--- config.mk ---
export PLATFORM = sky130hd
export DESIGN_NAME = dmem_dump_ctrl
export DESIGN_NICKNAME = d
export VERILOG_FILES = /design/src/rtl/dmem_dump_ctrl.sv
export SDC_FILE = /design/constraint.sdc
export NUM_CORES = 1
export LEC_CHECK = 0
export ABC_AREA = 1
export CORE_MARGIN = 4
export CORE_UTILIZATION = 46
export CTS_CLUSTER_DIAMETER = 40
export DETAILED_ROUTE_END_ITERATION = 8
export MAX_ROUTING_LAYER = met4
export PLACE_DENSITY = 0.88
export SYNTH_ARGS = -nofsm -noshare
export SYNTH_HDL_FRONTEND = slang
export SYNTH_SLANG_ARGS = --single-unit
--- constraint.sdc ---
create_clock -name clk -period 2.45 [get_ports clk]
set_clock_uncertainty 0.2 [all_clocks]
set_input_delay 0.49 -clock clk [delete_from_list [all_inputs] [get_ports clk]]
set_output_delay 0.49 -clock clk [all_outputs]
set_load 0.005 [all_outputs]
--- src/rtl/dmem_dump_ctrl.sv ---
// Data-memory dump controller: on trap it drains the pipeline, takes the data
// memory away from the MEM stage and streams DUMP_BASE..DUMP_LIMIT-4 out over valid/ready.
module dmem_dump_ctrl #(
  parameter logic [31:0] DUMP_BASE    = 32'h2000,
  parameter logic [31:0] DUMP_LIMIT   = 32'h2100,
  parameter int unsigned DRAIN_CYCLES = 2
) (
  input  logic        clk,
  input  logic        reset,
  input  logic        trap,
  input  logic [31:0] pipe_addr,
  input  logic [31:0] pipe_wdata,
  input  logic        pipe_memwr,
  output logic [31:0] pipe_rdata,
  output logic [31:0] mem_addr,
  output logic [31:0] mem_wdata,
  output logic        mem_wr,
  input  logic [31:0] mem_rdata,
  output logic        stall_fetch,
  output logic        dump_valid,
  output logic [31:0] dump_addr,
  output logic [31:0] dump_data,
  input  logic        dump_ready,
  output logic        done,
  output logic        wr_err
);

  // state    | meaning
  // RUN      | pipeline owns the data memory
  // DRAIN    | trap taken, in-flight stores still reach memory
  // DUMP_RD  | read the word at ptr into the dump registers
  // DUMP_OUT | word presented, waiting for dump_ready
  // DONE     | dump finished, held until reset
  typedef enum logic [2:0] {
    S_RUN      = 3'd0,
    S_DRAIN    = 3'd1,
    S_DUMP_RD  = 3'd2,
    S_DUMP_OUT = 3'd3,
    S_DONE     = 3'd4
  } state_t;

  localparam logic [31:0] DRAIN_LOAD = (DRAIN_CYCLES == 0) ? 32'd0 : 32'(DRAIN_CYCLES - 1);

  state_t      r_state;
  state_t      w_state_nxt;
  logic [31:0] r_ptr;
  logic [31:0] r_drain_cnt;
  logic        r_dump_valid;
  logic [31:0] r_dump_addr;
  logic [31:0] r_dump_data;
  logic        r_done;
  logic        r_stall;
  logic        r_wr_err;
  logic        w_owned;
  logic [31:0] w_ptr_inc;
  logic        w_last;

  assign w_owned   = (r_state == S_RUN) || (r_state == S_DRAIN);
  // 32-bit wrap is intended: a limit at or below the base still yields one word
  assign w_ptr_inc = r_ptr + 32'd4;
  assign w_last    = (w_ptr_inc >= DUMP_LIMIT);

  always_ff @(posedge clk or negedge reset) begin
    if (!reset) r_state <= S_RUN;
    else        r_state <= w_state_nxt;
  end

  always_comb begin
    w_state_nxt = r_state;
    case (r_state)
      S_RUN:      if (trap) w_state_nxt = (DRAIN_CYCLES == 0) ? S_DUMP_RD : S_DRAIN;
      S_DRAIN:    if (r_drain_cnt == 32'd0) w_state_nxt = S_DUMP_RD;
      S_DUMP_RD:  w_state_nxt = S_DUMP_OUT;
      S_DUMP_OUT: if (dump_ready) w_state_nxt = w_last ? S_DONE : S_DUMP_RD;
      S_DONE:     w_state_nxt = S_DONE;
      default:    w_state_nxt = S_RUN;
    endcase
  end

  always_comb begin
    mem_addr    = w_owned ? pipe_addr  : r_ptr;
    mem_wdata   = w_owned ? pipe_wdata : 32'd0;
    mem_wr      = w_owned ? pipe_memwr : 1'b0;
    pipe_rdata  = w_owned ? mem_rdata  : 32'd0;
    stall_fetch = r_stall;
    dump_valid  = r_dump_valid;
    dump_addr   = r_dump_addr;
    dump_data   = r_dump_data;
    done        = r_done;
    wr_err      = r_wr_err;
  end

  // status flags are flopped from the next state so dump_valid never sees dump_ready combinationally
  always_ff @(posedge clk or negedge reset) begin
    if (!reset) begin
      r_ptr        <= DUMP_BASE;
      r_drain_cnt  <= 32'd0;
      r_dump_valid <= 1'b0;
      r_dump_addr  <= 32'd0;
      r_dump_data  <= 32'd0;
      r_done       <= 1'b0;
      r_stall      <= 1'b0;
      r_wr_err     <= 1'b0;
    end else begin
      r_stall      <= (w_state_nxt != S_RUN);
      r_done       <= (w_state_nxt == S_DONE);
      r_dump_valid <= (w_state_nxt == S_DUMP_OUT);

      if (r_state == S_RUN && trap)
        r_drain_cnt <= DRAIN_LOAD;
      else if (r_state == S_DRAIN && r_drain_cnt != 32'd0)
        r_drain_cnt <= r_drain_cnt - 32'd1;

      if (w_owned && w_state_nxt == S_DUMP_RD)
        r_ptr <= DUMP_BASE;
      else if (r_state == S_DUMP_OUT && dump_ready)
        r_ptr <= w_ptr_inc;

      if (r_state == S_DUMP_RD) begin
        r_dump_addr <= r_ptr;
        r_dump_data <= mem_rdata;
      end

      if (!w_owned && pipe_memwr)
        r_wr_err <= 1'b1;
    end
  end

endmodule

# ---- After elaboration in Yosys (flattened, before gate mapping)
# Cells that the tools add are included.
# Widths: inputs -> output; s select.
dict set report totals {
  memories 0
  out_inout_bits 165
  word_cells 45
  mem_bits_rw 0
  latchBits 0
  in_bits 101
  register_bits 135
  romBits 0
}
dict set report classes {
  div 0
  n_lt_le_gt_ge 1
  add_sub_neg 2
  mul 0
  eq_ne 7
  reduce_logical 13
  bitwise 0
  n_mux 13
  n_shift 0
}
# op n
set op_table {}
lappend op_table {{$mux 32} 7}
lappend op_table {{$add 32x3->32 const B} 1}
lappend op_table {{$ge 32x14->1 const B} 1}
lappend op_table {{$logic_not 32->1} 1}
lappend op_table {{$reduce_bool 32->1} 1}
lappend op_table {{$sub 32x1->32 const B} 1}
lappend op_table {{$pmux 3 s5} 1}
lappend op_table {{$eq 3x2->1 const B} 4}
lappend op_table {{$mux 3} 4}
lappend op_table {{$eq 3x3->1 const B} 2}
lappend op_table {{$logic_and 1x1->1} 5}
lappend op_table {{$reduce_bool 2->1} 2}
lappend op_table {{$eq 3x1->1 const B} 1}
lappend op_table {{$logic_not 3->1} 1}
lappend op_table {{$reduce_bool 3->1} 1}
lappend op_table {{$logic_not 1->1} 1}
lappend op_table {{$logic_or 1x1->1} 1}
lappend op_table {{$mux 1} 1}

# ---- Depth between registers and ports, before layout
dict set report depth {
  word_depth 8
  mapped_depth 16
  ltp_nobuf 16
}

# ---- Worst setup path before layout
# No wires, ideal clock.
dict set report synth_path {
  path_type {reg-to-reg}
  from {reg r_ptr[3]}
  to {reg r_stall (netlist: stall_fetch)}
  n_path_buf 0
  slack_ns 0.333
  arrival_time_ns 1.785
  required_time_ns 2.118
  synth_period_minus_slack_ns 2.117
  setup_time_ns 0.132
  stages_incl_launch_ff 15
  path_cell_list {dfrtp_1 > ha_1 > nand3_2 > nor2_4 > inv_2 > nor2_2 > nand2_1 > nand2_1 > nand2_1 > nor2_1 > nand2_1 > nor2_1 > nand3_2 > a21oi_4 > nand4_2}
}
dict set report synth_between {
  elab_chain_cells 6
}
# item line
set synth_lines {}
lappend synth_lines {{start: declaration} 46} ;# logic [31:0] r_ptr;
lappend synth_lines {{start signal: assignment} 117} ;# r_ptr <= w_ptr_inc;
lappend synth_lines {{$add 32x3->32} 60} ;# assign w_ptr_inc = r_ptr + 32'd4;
lappend synth_lines {{$ge 32x14->1} 61} ;# assign w_last = (w_ptr_inc >= DUMP_LIMIT);
lappend synth_lines {{$mux 3 (2 in series)} 74} ;# S_DUMP_OUT: if (dump_ready) w_state_nxt = w_last ? S_DONE : S_DUMP_RD;
lappend synth_lines {{$pmux 3 s5} 70} ;# case (r_state)
lappend synth_lines {{$reduce_bool 3->1} 105} ;# r_stall <= (w_state_nxt != S_RUN);
lappend synth_lines {{end signal: assignment} 105}
lappend synth_lines {{end: declaration} 52} ;# logic r_stall;
# Every way passes these cells.
# A chain may end at the register's enable or synchronous reset.

# ---- Final worst setup path
dict set report layout_path {
  from {reg r_state[1]}
  to {out mem_addr[15]}
}
dict set report layout_between {
  elab_chain_cells 3
  elab_cells_between_ends 4
  classes_between {eq/ne (1); mux (1); reduce/logical (2)}
}
# item line
set layout_lines {}
lappend layout_lines {{start: declaration} 44} ;# state_t r_state;
lappend layout_lines {{start signal: assignment} 65} ;# else r_state <= w_state_nxt;
lappend layout_lines {{$eq 3x1->1 / $logic_not 3->1 (equally long branches)} 58} ;# assign w_owned = (r_state == S_RUN) || (r_state == S_DRAIN);
lappend layout_lines {{$logic_or 1x1->1 *} 58}
lappend layout_lines {{$mux 32 *} 81} ;# mem_addr = w_owned ? pipe_addr : r_ptr;
lappend layout_lines {{end: declaration} 15} ;# output logic [31:0] mem_addr,
# Every way passes the cells marked *; elsewhere a longest branch is shown, timed or not.

==> impl_summary.log <==
INFO  metric cp.arrival = 1.72 ns
INFO  metric power.switching_fraction = between 30 and 40%
INFO  metric number_of_buffers_on_the_longest_clock_path = 2
INFO  metric synth_flop_cell = sky130_fd_sc_hd__dfrtp_1
INFO  metric htree_levels = 4
INFO  metric postSynthRegisterBits = about 130
INFO  metric synth_largest_type_area_fraction = 44.3%
INFO  metric coreArea = between 15000 and 20000 um^2
INFO  metric worst_hold_end = wr_err$_DFFE_PN0P_
INFO  metric postSynthAreaPerCell = approximately 7 um^2
INFO  metric power.static_leakage = 5.52 nW
INFO  metric worstReg2RegEnd = stall_fetch$_DFF_PN0_
INFO  metric synth.largest_area_cell = sky130_fd_sc_hd__dfrtp_1
INFO  metric hold_class = register to register
INFO  metric timing.hold.worst.start = wr_err$_DFFE_PN0P_
INFO  metric worst_hold_slack = ~0.28 ns
INFO  metric sequentialPowerShare = between 30% and 40%
INFO  metric rows = between 40 and 50
INFO  metric cts_sinks = 131
INFO  metric layout-area-overhead-vs-synth = 51.6%
INFO  metric timing.critical_path.buf_inv = 3
INFO  metric synth-edff-count = 0
INFO  metric synth_seq_area_share = between 40% and 50%
INFO  metric rrSetupSlack = ~0.10 ns
INFO  metric cpMaxStageDelayCell = sky130_fd_sc_hd__dfrtp_2
INFO  metric dr.first_iter.drc_count = 724
INFO  metric cts-root-buf = sky130_fd_sc_hd__clkbuf_16
INFO  metric synth_cell_type_count = 40
INFO  metric place.gp.congestion = 1.01
INFO  metric postPlaceCellArea = around 10000 um^2
INFO  metric drt-wirelength-per-cell = between 15 and 20 um
INFO  metric clkSlewWorstSetupHoldPaths = around 0.05 ns
INFO  metric maxCapViolCount = 0
INFO  metric power.switching = around 0.0038 W
INFO  metric tightestPinTransition = 0.502 ns
INFO  metric initial_utilization = between 40% and 50%
INFO  metric async_reset_ff_share = 100%
INFO  metric fin_tns_setup = 0 ns
INFO  metric grt_pass1_vias = 7747
INFO  metric power.combinational.fraction = between 40% and 50%
INFO  metric synth.yosys.warnings = 0
INFO  metric crit_path_start_kind = register
INFO  metric ioPinCount = 266
INFO  metric first_pass_grt_wire_length = 40.5 mm
INFO  metric netlist_area = approximately 7300 um^2
INFO  metric finalCoreUtilization = about 72%
INFO  metric route.vias.total = 8016
INFO  metric grt_start_max_net_pins = slightly below 80
INFO  metric crit_path_max_incr_delay = about 0.44 ns
INFO  metric die_height = around 130 um
INFO  metric holdPathStages = 1
INFO  metric detail_route.wirelength = about 26 mm
INFO  metric n_fill_cell = ~1300
INFO  metric cp.required = 1.76 ns
INFO  metric fin_crit = 2.41 ns
INFO  metric max_freq = 415 MHz
INFO  metric insertedDiodeCount = 0
INFO  metric power.ir.vdd_worst = between 600 and 700 uV
INFO  metric timing_hold_violations_final = 0
INFO  metric place.detailed.instances = between 1500 and 2000
INFO  metric via_per_inst = a little over 5
INFO  metric fraction_of_layout_instances_using_a_drive_strength_above_1 = 11.0%
INFO  metric timing.critical_path.fanout_max = 21
INFO  metric first_pass_iters = 6
INFO  metric cell_type_group_with_the_largest_total_delay_on_the_critical_path = buffers and inverters
INFO  metric dpl.hpwl = a little over 20 mm
INFO  metric setup-violations-final = 0
INFO  metric port_buffers = between 200 and 300
INFO  metric timing.critical_path.to_type = output port
INFO  metric insertion_delay = between 0.4 and 0.5 ns
INFO  metric post_synth_main_area_contributors = sky130_fd_sc_hd__dfrtp_1 44%, sky130_fd_sc_hd__nand2_1 14%, sky130_fd_sc_hd__o21ai_0 9.2%
INFO  metric power.density = 915 nW/um^2
INFO  metric fin_nets = approximately 1400
INFO  metric cts-buffers-inserted = 17
INFO  metric fin_area = around 11000 um^2
INFO  metric cts_tree = built
INFO  metric antenna_found_initial = 0
INFO  metric groute.usage.overall = around 29%
INFO  metric report.final.slew_viol_count = 0
INFO  metric crit_chain = nor2_4 > buf_6 > buf_12 > nand2_1 > o21ai_0 > dlygate4sd2_1
INFO  metric rr_worst_depth = 13
INFO  metric worstSetupPathType = register to output port
INFO  metric detail_route.drc_violations = 0
INFO  metric slew_headroom = between 60% and 70%
INFO  metric final_cells = 1563
INFO  metric run_status = complete, no violations
INFO  metric fp.dieW = 134 um
INFO  metric fin_crit_sh = 98.4%
INFO  metric reg2reg_from = r_ptr[13]$_DFFE_PN1P_
INFO  metric cp_num_cells = 6
INFO  metric share_clk_of_total_power = about a quarter
INFO  metric netlist_instances = 1061
INFO  metric internal_power = ~0.0064 W
INFO  metric final_antenna_net_count = 0
INFO  metric dieArea = about 18000 um^2
INFO  metric grt_remaining_overflow = 0
-- worst max-delay path by stage --
stage	start	end	slack [ns]
2_1_floorplan	r_ptr[3]$_DFFE_PN0P_	stall_fetch$_DFF_PN0_	0.33
3_3_place_gp	mem_rdata[30]	pipe_rdata[30]	-0.08
3_5_place_dp	mem_rdata[30]	pipe_rdata[30]	-0.05
4_1_cts	r_state[1]$_DFF_PN0_	mem_addr[6]	-0.23
5_1_grt	r_ptr[13]$_DFFE_PN1P_	stall_fetch$_DFF_PN0_	-0.06
6_report	r_state[1]$_DFF_PN0_	mem_addr[15]	0.04
-- flip-flops by register name (all words and copies together) (netlist names) --
name / flops
dump_addr: 30
r_state: 3
dump_valid: 1
stall_fetch: 1
r_drain_cnt: 32
wr_err: 1
r_ptr: 30
dump_data: 32
done: 1
-- what timing repair did --
| action | CTS | global route |
|---|---|---|
| hold buffers | 1 | 0 |
| setup buffers | 1 | 4 |
| pin swaps | 1 | 12 |
| gates cloned | 0 | 1 |
| resized for setup | 90 | 84 |
| setup endpoints to repair | 97 | 33 |
| endpoints found under the hold margin | 49 | 0 |
-- cell usage in the layout (no fill, tap or decap), types with 5 or more instances in the layout --
| master | synthesis | routed |
|---|---|---|
| sky130_fd_sc_hd__o22ai_1 | 5 | 5 |
| sky130_fd_sc_hd__clkbuf_16 | 0 | 18 |
| sky130_fd_sc_hd__dfrtp_1 | 130 | 126 |
| sky130_fd_sc_hd__nand3_1 | 43 | 42 |
| sky130_fd_sc_hd__dlygate4sd2_1 | 0 | 75 |
| sky130_fd_sc_hd__xor2_1 | 7 | 7 |
| sky130_fd_sc_hd__nor2_4 | 6 | 17 |
| sky130_fd_sc_hd__nor3_1 | 14 | 13 |
| sky130_fd_sc_hd__inv_2 | 8 | 7 |
| sky130_fd_sc_hd__inv_1 | 160 | 159 |
| sky130_fd_sc_hd__dlymetal6s2s_1 | 0 | 10 |
| sky130_fd_sc_hd__buf_12 | 0 | 8 |
| sky130_fd_sc_hd__o21ai_0 | 135 | 135 |
| sky130_fd_sc_hd__a21oi_1 | 26 | 26 |
| sky130_fd_sc_hd__nand2_1 | 266 | 257 |
| sky130_fd_sc_hd__buf_4 | 2 | 19 |
| sky130_fd_sc_hd__nor2_1 | 168 | 147 |
| sky130_fd_sc_hd__clkbuf_2 | 0 | 9 |
| sky130_fd_sc_hd__nor2_2 | 12 | 22 |
| sky130_fd_sc_hd__clkdlybuf4s50_1 | 0 | 165 |
| sky130_fd_sc_hd__nand4_1 | 6 | 6 |
| sky130_fd_sc_hd__nand2_2 | 7 | 16 |
-- kinds of logic after synthesis --
logic type / share of synthesized area (%)
compound gates: 12.7
xor+xnor: 0.835
fa+ha+maj: 0.341
buf+inv: 10.6
flops: 44.7
other cells: 0.0511
simple gates: 30.8
-- power groups by stage --
stage,Combinational (W),Clock (W),Sequential (W)
2_1_floorplan,0.00213,0,0.00312
3_3_place_gp,0.00428,0,0.00312
3_5_place_dp,0.00437,0,0.00314
4_1_cts,0.00422,0.00271,0.00311
5_1_grt,0.00483,0.00281,0.00321
6_report,0.00436,0.00268,0.00314
-- per-layer routing --
layer,vias up,global-route usage [%],share of wire [%],wire [um]
met5,-,-,0,0
met4,0,9.45,2.5,654
met3,51,5.70,7.4,1940
met2,383,50.1,51,13300
met1,3724,34.2,40,10400
li1,3858,-,-,-
-- area by class of cell --
type | count | area, um^2 | area share (%)
inverter | 170 | 644 | 5.79
sequential | 131 | 3280 | 29.5
clock inverter | 9 | 153 | 1.37
multi-input combinational | 726 | 3440 | 30.9
clock buffer | 22 | 464 | 4.17
tap | 211 | 264 | 2.37
timing repair buffer | 294 | 2880 | 25.9
-- cells in the mapped netlist, drive strengths merged (4+ instances only) --
library cell / count
a21oi: 27
buf: 8
clkbuf: 27
dfrtp: 130
inv: 168
nand2: 274
nand3: 47
nand4: 7
nor2: 186
nor3: 14
nor4: 4
o21ai: 139
o22ai: 5
xor2: 7
-- per-stage QoR --
stage          total power, W  setup slack, ns
2_1_floorplan         0.00525            0.333
5_1_grt                0.0108          -0.0636
3_5_place_dp          0.00751          -0.0519
6_report               0.0102           0.0396
4_1_cts                0.0100           -0.234
3_3_place_gp          0.00740          -0.0806
No activity file was read; power rests on OpenSTA's default activity.
